[config.mk]
export PLATFORM = sky130hd
export DESIGN_NAME = clint_timer
export DESIGN_NICKNAME = d
export VERILOG_FILES = /design/src/rtl/clint_timer.sv
export SDC_FILE = /design/constraint.sdc
export NUM_CORES = 1
export LEC_CHECK = 0
export ABC_CLOCK_PERIOD_IN_PS = 6390
export BUFFER_PORTS_ARGS = -buffer_cell sky130_fd_sc_hd__buf_4
export CAP_MARGIN = 20
export CORE_MARGIN = 2
export CORE_UTILIZATION = 35
export CTS_CLUSTER_SIZE = 25
export DETAILED_ROUTE_END_ITERATION = 8
export PLACE_DENSITY_LB_ADDON = 0.3
export SKIP_LAST_GASP = 1
export SLEW_MARGIN = 20
export SYNTH_ARGS = -nofsm -noshare
export SYNTH_HDL_FRONTEND = slang
export SYNTH_SLANG_ARGS = --single-unit
export TNS_END_PERCENT = 50
[constraint.sdc]
create_clock -name clk -period 6.39 [get_ports clk]
set_input_delay 0.3195 -clock clk [delete_from_list [all_inputs] [get_ports clk]]
set_output_delay 0.3195 -clock clk [all_outputs]
set_load 0.01 [all_outputs]
[src/rtl/clint_timer.sv]
// CLINT-style machine timer and software interrupt block on a valid/ready bus.
// Define CLINT_PRESCALER_EN to divide the mtime tick by PRESCALE.
`timescale 1ns/1ps
module clint_timer #(
    parameter logic [31:0] BASE_ADDR = 32'h0200_0000,
    parameter int          PRESCALE  = 1
) (
    input  logic        clk,
    input  logic        rst,
    input  logic        memory_valid,
    input  logic        memory_instr,
    input  logic [31:0] memory_addr,
    input  logic [31:0] memory_wdata,
    input  logic [3:0]  memory_wstrb,
    output logic [31:0] memory_rdata,
    output logic        memory_ready,
    output logic [63:0] mtime,
    output logic        mtip,
    output logic        msip
);
    typedef enum logic {S_IDLE, S_RESP} state_t;

    localparam logic [13:0] OFF_MSIP  = 14'h0000;
    localparam logic [13:0] OFF_CMPLO = 14'h1000;
    localparam logic [13:0] OFF_CMPHI = 14'h1001;
    localparam logic [13:0] OFF_TLO   = 14'h2FFE;
    localparam logic [13:0] OFF_THI   = 14'h2FFF;

    if (PRESCALE < 1 || PRESCALE > 65535) begin : g_bad_prescale
        $error("clint_timer: PRESCALE must be 1..65535");
    end

    state_t      r_state;
    state_t      w_next;
    logic        w_sel;
    logic        w_accept;
    logic        w_wr;
    logic        w_wr_msip;
    logic        w_wr_clo;
    logic        w_wr_chi;
    logic        w_wr_tlo;
    logic        w_wr_thi;
    logic        w_tick;
    logic        w_unused;
    logic [13:0] w_off;
    logic [31:0] w_rd;
    logic [31:0] r_rdata;
    logic [63:0] r_mtime;
    logic [63:0] r_cmp;
    logic        r_msip;
    logic        r_mtip;

    function automatic logic [31:0] f_merge(
        input logic [31:0] old,
        input logic [31:0] wd,
        input logic [3:0]  strb
    );
        logic [31:0] res;
        res = old;
        for (int i = 0; i < 4; i++) begin
            if (strb[i]) res[8*i +: 8] = wd[8*i +: 8];
        end
        return res;
    endfunction

    assign w_off     = memory_addr[15:2];
    assign w_unused  = ^memory_addr[1:0];
    assign w_sel     = memory_valid &&
                       (memory_addr[31:16] == BASE_ADDR[31:16]);
    // Fetches are served as reads and never modify state.
    assign w_wr      = w_accept && !memory_instr &&
                       (memory_wstrb != 4'h0);
    assign w_wr_msip = w_wr && (w_off == OFF_MSIP);
    assign w_wr_clo  = w_wr && (w_off == OFF_CMPLO);
    assign w_wr_chi  = w_wr && (w_off == OFF_CMPHI);
    assign w_wr_tlo  = w_wr && (w_off == OFF_TLO);
    assign w_wr_thi  = w_wr && (w_off == OFF_THI);

    always_ff @(posedge clk or posedge rst) begin
        if (rst) r_state <= S_IDLE;
        else     r_state <= w_next;
    end

    always_comb begin
        w_next   = r_state;
        w_accept = 1'b0;
        case (r_state)
            S_IDLE: begin
                if (w_sel) begin
                    w_accept = 1'b1;
                    w_next   = S_RESP;
                end
            end
            S_RESP:  w_next = S_IDLE;
            default: w_next = S_IDLE;
        endcase
    end

    always_comb begin
        w_rd = '0;
        case (w_off)
            OFF_MSIP:  w_rd = {31'b0, r_msip};
            OFF_CMPLO: w_rd = r_cmp[31:0];
            OFF_CMPHI: w_rd = r_cmp[63:32];
            OFF_TLO:   w_rd = r_mtime[31:0];
            OFF_THI:   w_rd = r_mtime[63:32];
            default:   w_rd = '0;
        endcase
    end

    always_ff @(posedge clk or posedge rst) begin
        if (rst) r_rdata <= '0;
        else     r_rdata <= w_accept ? w_rd : 32'h0;
    end

`ifdef CLINT_PRESCALER_EN
    logic [15:0] r_pre;

    assign w_tick = (r_pre == 16'(PRESCALE - 1));

    always_ff @(posedge clk or posedge rst) begin
        if (rst)
            r_pre <= '0;
        else if (w_wr_tlo || w_wr_thi || w_tick)
            r_pre <= '0;
        else
            r_pre <= r_pre + 16'd1;
    end
`else
    assign w_tick = 1'b1;
`endif

    // A software write replaces the tick for that cycle.
    always_ff @(posedge clk or posedge rst) begin
        if (rst)
            r_mtime <= '0;
        else if (w_wr_tlo)
            r_mtime[31:0] <= f_merge(r_mtime[31:0],
                                     memory_wdata, memory_wstrb);
        else if (w_wr_thi)
            r_mtime[63:32] <= f_merge(r_mtime[63:32],
                                      memory_wdata, memory_wstrb);
        else if (w_tick)
            r_mtime <= r_mtime + 64'd1;
    end

    always_ff @(posedge clk or posedge rst) begin
        if (rst) begin
            r_cmp  <= '1;
            r_msip <= 1'b0;
            r_mtip <= 1'b0;
        end else begin
            if (w_wr_clo)
                r_cmp[31:0] <= f_merge(r_cmp[31:0],
                                       memory_wdata, memory_wstrb);
            if (w_wr_chi)
                r_cmp[63:32] <= f_merge(r_cmp[63:32],
                                        memory_wdata, memory_wstrb);
            if (w_wr_msip && memory_wstrb[0])
                r_msip <= memory_wdata[0];
            r_mtip <= (r_mtime >= r_cmp);
        end
    end

    assign memory_ready = (r_state == S_RESP);
    assign memory_rdata = r_rdata;
    assign mtime        = r_mtime;
    assign mtip         = r_mtip;
    assign msip         = r_msip;
endmodule

==> results of run 1 <==
## synthesized netlist by cell type (14+ instances only)
cell type,instances,area [sq um]
a21o_1,15,113
a21oi_1,63,315
and2_1,35,219
clkbuf_1,30,113
dfrtp_1,99,2480
dfstp_2,64,1680
ha_1,65,813
inv_1,77,289
mux2_2,62,698
mux2i_1,70,701
nand2_1,93,349
nand3_1,40,200
nand4_1,33,206
nor2_1,61,229
nor3_1,29,145
nor4_1,18,113
o21ai_0,27,135
o22ai_1,46,288
or3_1,14,87.6
## worst paths after layout
path / startpoint / to / slack (ps) / cells past startpoint
max: mtime[7]$_DFFE_PP0P_ / mtime[50]$_DFFE_PP0P_ / 3030 / 6
min: memory_wdata[28] / mtime[28]$_DFFE_PP0P_ / 130 / 3
max reg2reg: mtime[7]$_DFFE_PP0P_ / mtime[50]$_DFFE_PP0P_ / 3030 / 6
min reg2reg: r_cmp[60]$_DFFE_PP1P_ / r_cmp[60]$_DFFE_PP1P_ / 510 / 2
max in group asynchronous: rst / mtime[21]$_DFFE_PP0P_ / 4800 / 4
min in group asynchronous: rst / memory_rdata[21]$_DFF_PP0_ / 440 / 3
## report_power, final
part | total (mW) | internal, mW | leakage, nW | switching, mW
clock network | 1.06 | 0.609 | 0.293 | 0.448
logic | 0.112 | 0.0442 | 3.20 | 0.0674
registers | 1.03 | 1.03 | 1.88 | 0.00000361
## routing by layer
metal,GRT usage [%],wire [um],vias to the layer above
met2,35.1,15800,307
met5,0,0,-
met3,3.64,1880,52
met4,6.99,787,0
li1,-,-,4399
met1,30.2,15200,4586
## tightest hold or removal path, stage by stage
cell and delay, ps:
buf_4 100, a21oi_1 60, nand2_1 60
## area by class of cell
class                           instances  area [sq um]
Multi-Input combinational cell        813          5790
Sequential cell                       163          4160
Clock inverter                         11           126
Fill cell                            2852         16700
Timing Repair Buffer                  179          1370
Clock buffer                           21           470
Tap cell                              390           488
Inverter                               78           298
## cells by family (layout without fill, tap and decap cells)
logic type | Yosys count | count (layout) | synth area share, %
AND/OR/NAND/NOR | 385 | 385 | 19.6
AO/OA/AOI/OAI | 231 | 231 | 14.6
flip-flops | 163 | 163 | 40.0
multiplexers | 132 | 132 | 13.5
buffers and inverters | 121 | 289 | 4.49
adder cells (fa/ha/maj) | 65 | 65 | 7.83
## metrics by stage
stage                     power, mW  utilization, %
after floorplan                1.10               -
after global placement         1.16            41.0
after detailed placement       1.16            41.0
after CTS                      2.22            43.1
after global routing           2.28            43.2
final                          2.20            43.2
## state kept, by name, indices dropped and copies added, names as in the netlist
signal        count
mtime            64
r_cmp            64
memory_rdata     32
memory_ready      1
msip              1
mtip              1
## cells in the final DEF, fill, tap and decap left out, types with 4 or more instances in the layout
| cell type | instances |
|---|---|
| buf_4 | 177 |
| o221a_2 | 4 |
| a31oi_1 | 6 |
| o311ai_0 | 5 |
| or3_1 | 14 |
| dfstp_2 | 64 |
| dfrtp_1 | 99 |
| and3_1 | 13 |
| mux2_2 | 62 |
| and4_1 | 9 |
| clkinv_4 | 4 |
| a311oi_1 | 4 |
| clkbuf_16 | 17 |
| ha_1 | 65 |
| o41ai_1 | 6 |
| o31ai_1 | 9 |
| nand4_1 | 33 |
| o211ai_1 | 9 |
| and2_1 | 35 |
| nor2_1 | 61 |
| o22ai_1 | 46 |
| nor3_1 | 29 |
| nand3_1 | 40 |
| a211oi_1 | 9 |
| inv_1 | 76 |
| o21ai_0 | 27 |
| nor2b_1 | 6 |
| nor2_2 | 5 |
| mux2i_1 | 70 |
| a21o_1 | 15 |
| nand2_1 | 93 |
| a21oi_1 | 63 |
| or4_1 | 7 |
| nor4_1 | 17 |
## timing repair
action                                 in CTS  in global routing
gates resized for setup                     0                  0
endpoints found under the hold margin       0                 22
hold buffers                                0                  1
==> out/metrics.yaml, run 1 <==
grt:
  overflow: 0
  grt_max_degree: 104
  first_global_vias: 9102
  antenna_found_initial: 0
  track_usage_pct: 21.9
  grt_first_pass_wirelength_um: 52800
layout:
  finalNonFillerCells: 1655
  design_area_sq_mm: 0.0127
  drive_gt1_share_pct: 28.3
  fin_nets: 1389
  antenna_cells: 0
  areaGrowthSynthToFinish_pct: 22.3
sta:
  finalCritPeriodShare_pct: 52.7
  tightest_slew_ps: 1190
  period_needed_ps: 3360
  fin_worst_skew_ps: 21.7
  finalSetupViolCount: 0
  hold_slack_ps: 130
  worst_slack_ps: 3030
  tns_ps: 0
  drv_slew: 0
  max_freq_ghz: 0.297
  final_hold_viol_count: 0
  rsz0062_at_grt: "no"
  slew_headroom_pct: 18.9
setup_path:
  path_class: "reg -> reg"
  cp.arrival_ps: 3710
  crit_required_ps: 6740
  worst_path_max_delay_cell: "nor4_2"
  cp_cell_sequence: "nand4_1, nor4_2, nand4_1, o21ai_0, or3b_2, a21oi_1"
  path_common_cell: "nand4_1"
  cp_max_fo: 10
  worstSetupStartpointType: "register"
  crit_family: "simple AND/OR/NAND/NOR gates"
  slowest_delay_ps: 790
  worst-path-buf-inv: 0
  end_kind: "register"
floorplanning:
  start_util_pct: 35.3
  fp-row-count: 63
  die_h_um: 176
  die_area_sq_mm: 0.0311
  die_w_um: 176
  core-area_sq_mm: 0.0294
  num_io_pins: 171
clock_network:
  cts_tree: "yes"
  clock_latency_ps: 440
  h-tree-depth: 4
  cts_made_buffers: 17
  clock-sinks: 163
  clock_path_buffers: 2
  post_cts_buffers: 0
  root_buffer: "clkbuf_16"
  clk_transition_reported_paths_ps: 70
route:
  postRouteAntennaNets: 0
  drc_errors: 0
  vias: 9344
  routed_wl_um: 33700
  wl_per_cell_um: 20.4
  drt_iter0_markers: 918
  drtPass1Iterations: 5
  via_per_inst: 5.65
placed_design:
  dpl_worst_slack_ps: 2990
  dp.cells: 1621
  io_buffers: 168
  hpwlAfterDp_um: 24600
  gp_congestion: 0.852
  place_area_sq_mm: 0.0121
yosys:
  ys_ff_latch: 163
  avgSynthCellArea_sq_um: 9.47
  synth.distinct_cells: 67
  yosysSeqAreaShare_pct: 40.0
  synth_fp_nets: 1234
  ys_dominant_reg_cell: "dfrtp_1"
  synthCells: 1097
  synth_edf_count: 0
  synth_area_sq_mm: 0.0104
  async_flop_share_pct: 100
  ys_warn_count: 0
status:
  run_status: "completed"
worst_hold_path:
  hp-class: "in -> reg"
flow_run:
  cap_violations: 0
power_and_ir_drop:
  ir_drop_mv: 0.176
  p_per_area_mw_per_mm2: 173
  leakage_nw: 5.38
Power figures use the tool's default switching activity.
==> run 2: changes to the inputs <==
--- a/config.mk
+++ b/config.mk
@@ -5,7 +5,7 @@
 export SDC_FILE = /design/constraint.sdc
 export NUM_CORES = 1
 export LEC_CHECK = 0
-export ABC_CLOCK_PERIOD_IN_PS = 6390
+export ABC_CLOCK_PERIOD_IN_PS = 2850
 export BUFFER_PORTS_ARGS = -buffer_cell sky130_fd_sc_hd__buf_4
 export CAP_MARGIN = 20
 export CORE_MARGIN = 2
==> constraint.sdc (replaced) <==
create_clock -name clk -period 2.85 [get_ports clk]
set_input_delay 0.1425 -clock clk [delete_from_list [all_inputs] [get_ports clk]]
set_output_delay 0.1425 -clock clk [all_outputs]
set_load 0.01 [all_outputs]
==> run 2 against run 1 <==
  * Fmax increased by 27%
  * First-iteration DRC count is 0.98% higher
  * Register-to-register slack lost 2800 ps
  * Sequential share of layout area fell by 2.5 points
  * Critical endpoint is now mtime[53]$_DFFE_PP0P_
  * Count of clock-buffer cells in the layout unchanged
  * Critical path type unchanged
  * Setup slack lost 2800 ps
  * Critical path depth is the same
  * Clock skew down 10 ps
  * Clock power is 130% higher
  * Cell area up 8.4%
==> out/metrics.yaml, run 2 (synthesized netlist as in run 1, its figures left out) <==
clock_network:
  h-tree-depth: 4
  cts_made_buffers: 17
  hold_buffers: 33
  clock_latency_ps: 440
  post_cts_buffers: 0
  clock-sinks: 163
  cts_tree: "yes"
  clock_path_buffers: 2
  clk_transition_reported_paths_ps: 70
  root_buffer: "clkbuf_16"
  post_cts_resized: 0
layout:
  finish.utilization_pct: 46.8
  mostFrequentLayoutCell: "buf_4"
  areaGrowthSynthToFinish_pct: 32.5
  layout_common_cells: "265 x buf_4, 99 x dfrtp_1, 93 x nand2_1"
  fin_nets: 1513
  register_area_sq_mm: 0.00416
  drive_gt1_share_pct: 32.3
  multi_input_area_sq_mm: 0.00579
  fillers: 2797
grt:
  antenna_found_initial: 1
  first_global_vias: 9733
  track_usage_pct: 23.0
  grt_max_degree: 64
  grt_first_pass_wirelength_um: 55500
  overflow: 0
sta:
  finalSetupViolCount: 0
  worst_slack_ps: 194
  final_hold_viol_count: 0
  slew_headroom_pct: 51.6
  tns_ps: 0
  drv_slew: 0
  period_needed_ps: 2660
  max_freq_ghz: 0.376
  tightest_slew_ps: 725
  finalCritPeriodShare_pct: 93.2
  fin_worst_skew_ps: 11.7
  rsz0062_at_grt: "no"
floorplanning:
  core-area_sq_mm: 0.0294
  num_io_pins: 171
  die_h_um: 176
  start_util_pct: 35.3
  die_area_sq_mm: 0.0311
  fp-row-count: 63
  die_w_um: 176
worst_hold_path:
  whs_endpoint: "memory_ready$_DFF_PP0_"
  hold-path-cell-count: 3
  min-delay-start: "memory_addr[31]"
  hp-class: "in -> reg"
setup_path:
  reg2reg_from: "mtime[4]$_DFFE_PP0P_"
  cp_cell_sequence: "nand3_1, or4_1, or4_4, or4_4, a211o_1, a21oi_1"
  slowest_delay_ps: 580
  crit_required_ps: 3200
  end_kind: "register"
  cp.arrival_ps: 3010
  cp_max_fo: 5
  worstSetupStartpointType: "register"
  regToRegSetupSlack_ps: 190
  path_class: "reg -> reg"
  path_common_cell: "or4_4"
  rr_endpoint: "mtime[53]$_DFFE_PP0P_"
  worst_path_max_delay_cell: "or4_1"
  cp-startpoint: "mtime[4]$_DFFE_PP0P_"
  r2r_cells: 6
power_and_ir_drop:
  ir_drop_mv: 0.395
  power.total_mw: 5.05
  p_per_area_mw_per_mm2: 367
  leakage_nw: 5.96
placed_design:
  dpl_worst_slack_ps: 192
  io_buffers: 168
  gp_congestion: 0.933
  hpwlAfterDp_um: 26800
route:
  routed_wl_um: 35400
  vias: 9884
  postRouteAntennaNets: 0
  drt_iter0_markers: 927
  via_per_inst: 5.55
  wl_per_cell_um: 19.9
  drc_errors: 0
  drtPass1Iterations: 5
flow_run:
  cap_violations: 0
status:
  run_status: "completed"
==> run 2: how the worst max path moves through the flow <==
stage	endpoint	slack, ps	cells past startpoint
floorplan	mtime[53]$_DFFE_PP0P_	240	7
global placement	mtime[17]$_DFFE_PP0P_	250	7
detailed placement	mtime[17]$_DFFE_PP0P_	190	7
CTS	mtime[53]$_DFFE_PP0P_	210	6
global route	mtime[50]$_DFFE_PP0P_	50	7
finish	mtime[53]$_DFFE_PP0P_	190	6
==> run 2: where the power goes <==
group          internal, mW  total [mW]  switching (mW)
Sequential             2.32        2.32      0.00000194
Clock                  1.41        2.44            1.03
Combinational         0.132       0.295           0.163
==> run 2: critical path: cells and delay by family, from the launching register on <==
kind	cells	cell delay (ps)
AOI/OAI and AO/OA	2	460
DFF	1	380
and+or+nand+nor	4	1740
==> run 2: layout make-up <==
cell class / instances / area share (%)
Clock inverter: 11 / 1.11
Tap cell: 390 / 3.55
Inverter: 78 / 2.15
Sequential cell: 163 / 30.2
Multi-Input combinational cell: 813 / 42.1
Antenna cell: 1 / 0.0182
Timing Repair Buffer: 303 / 17.6
Clock buffer: 21 / 3.27
==> run 2: through the flow <==
| step | std cells | area (sq um) | hold WS [ps] |
|---|---|---|---|
| global route | 1779 | 13800 | 81.9 |
| floorplan | 1097 | 10400 | 248 |
| CTS | 1779 | 13800 | 68.2 |
| finish | 1780 | 13800 | 76.1 |
| global placement | 1714 | 12800 | 303 |
| detailed placement | 1714 | 12800 | 303 |
==> run 2: routing by layer <==
metal	vias to the layer above	part of all wire (%)	GRT usage [%]
li1	4629	-	-
met1	4846	44	31.7
met2	359	48	37.1
met3	48	5.7	3.36
met4	2	2.0	7.27
met5	-	0.11	0
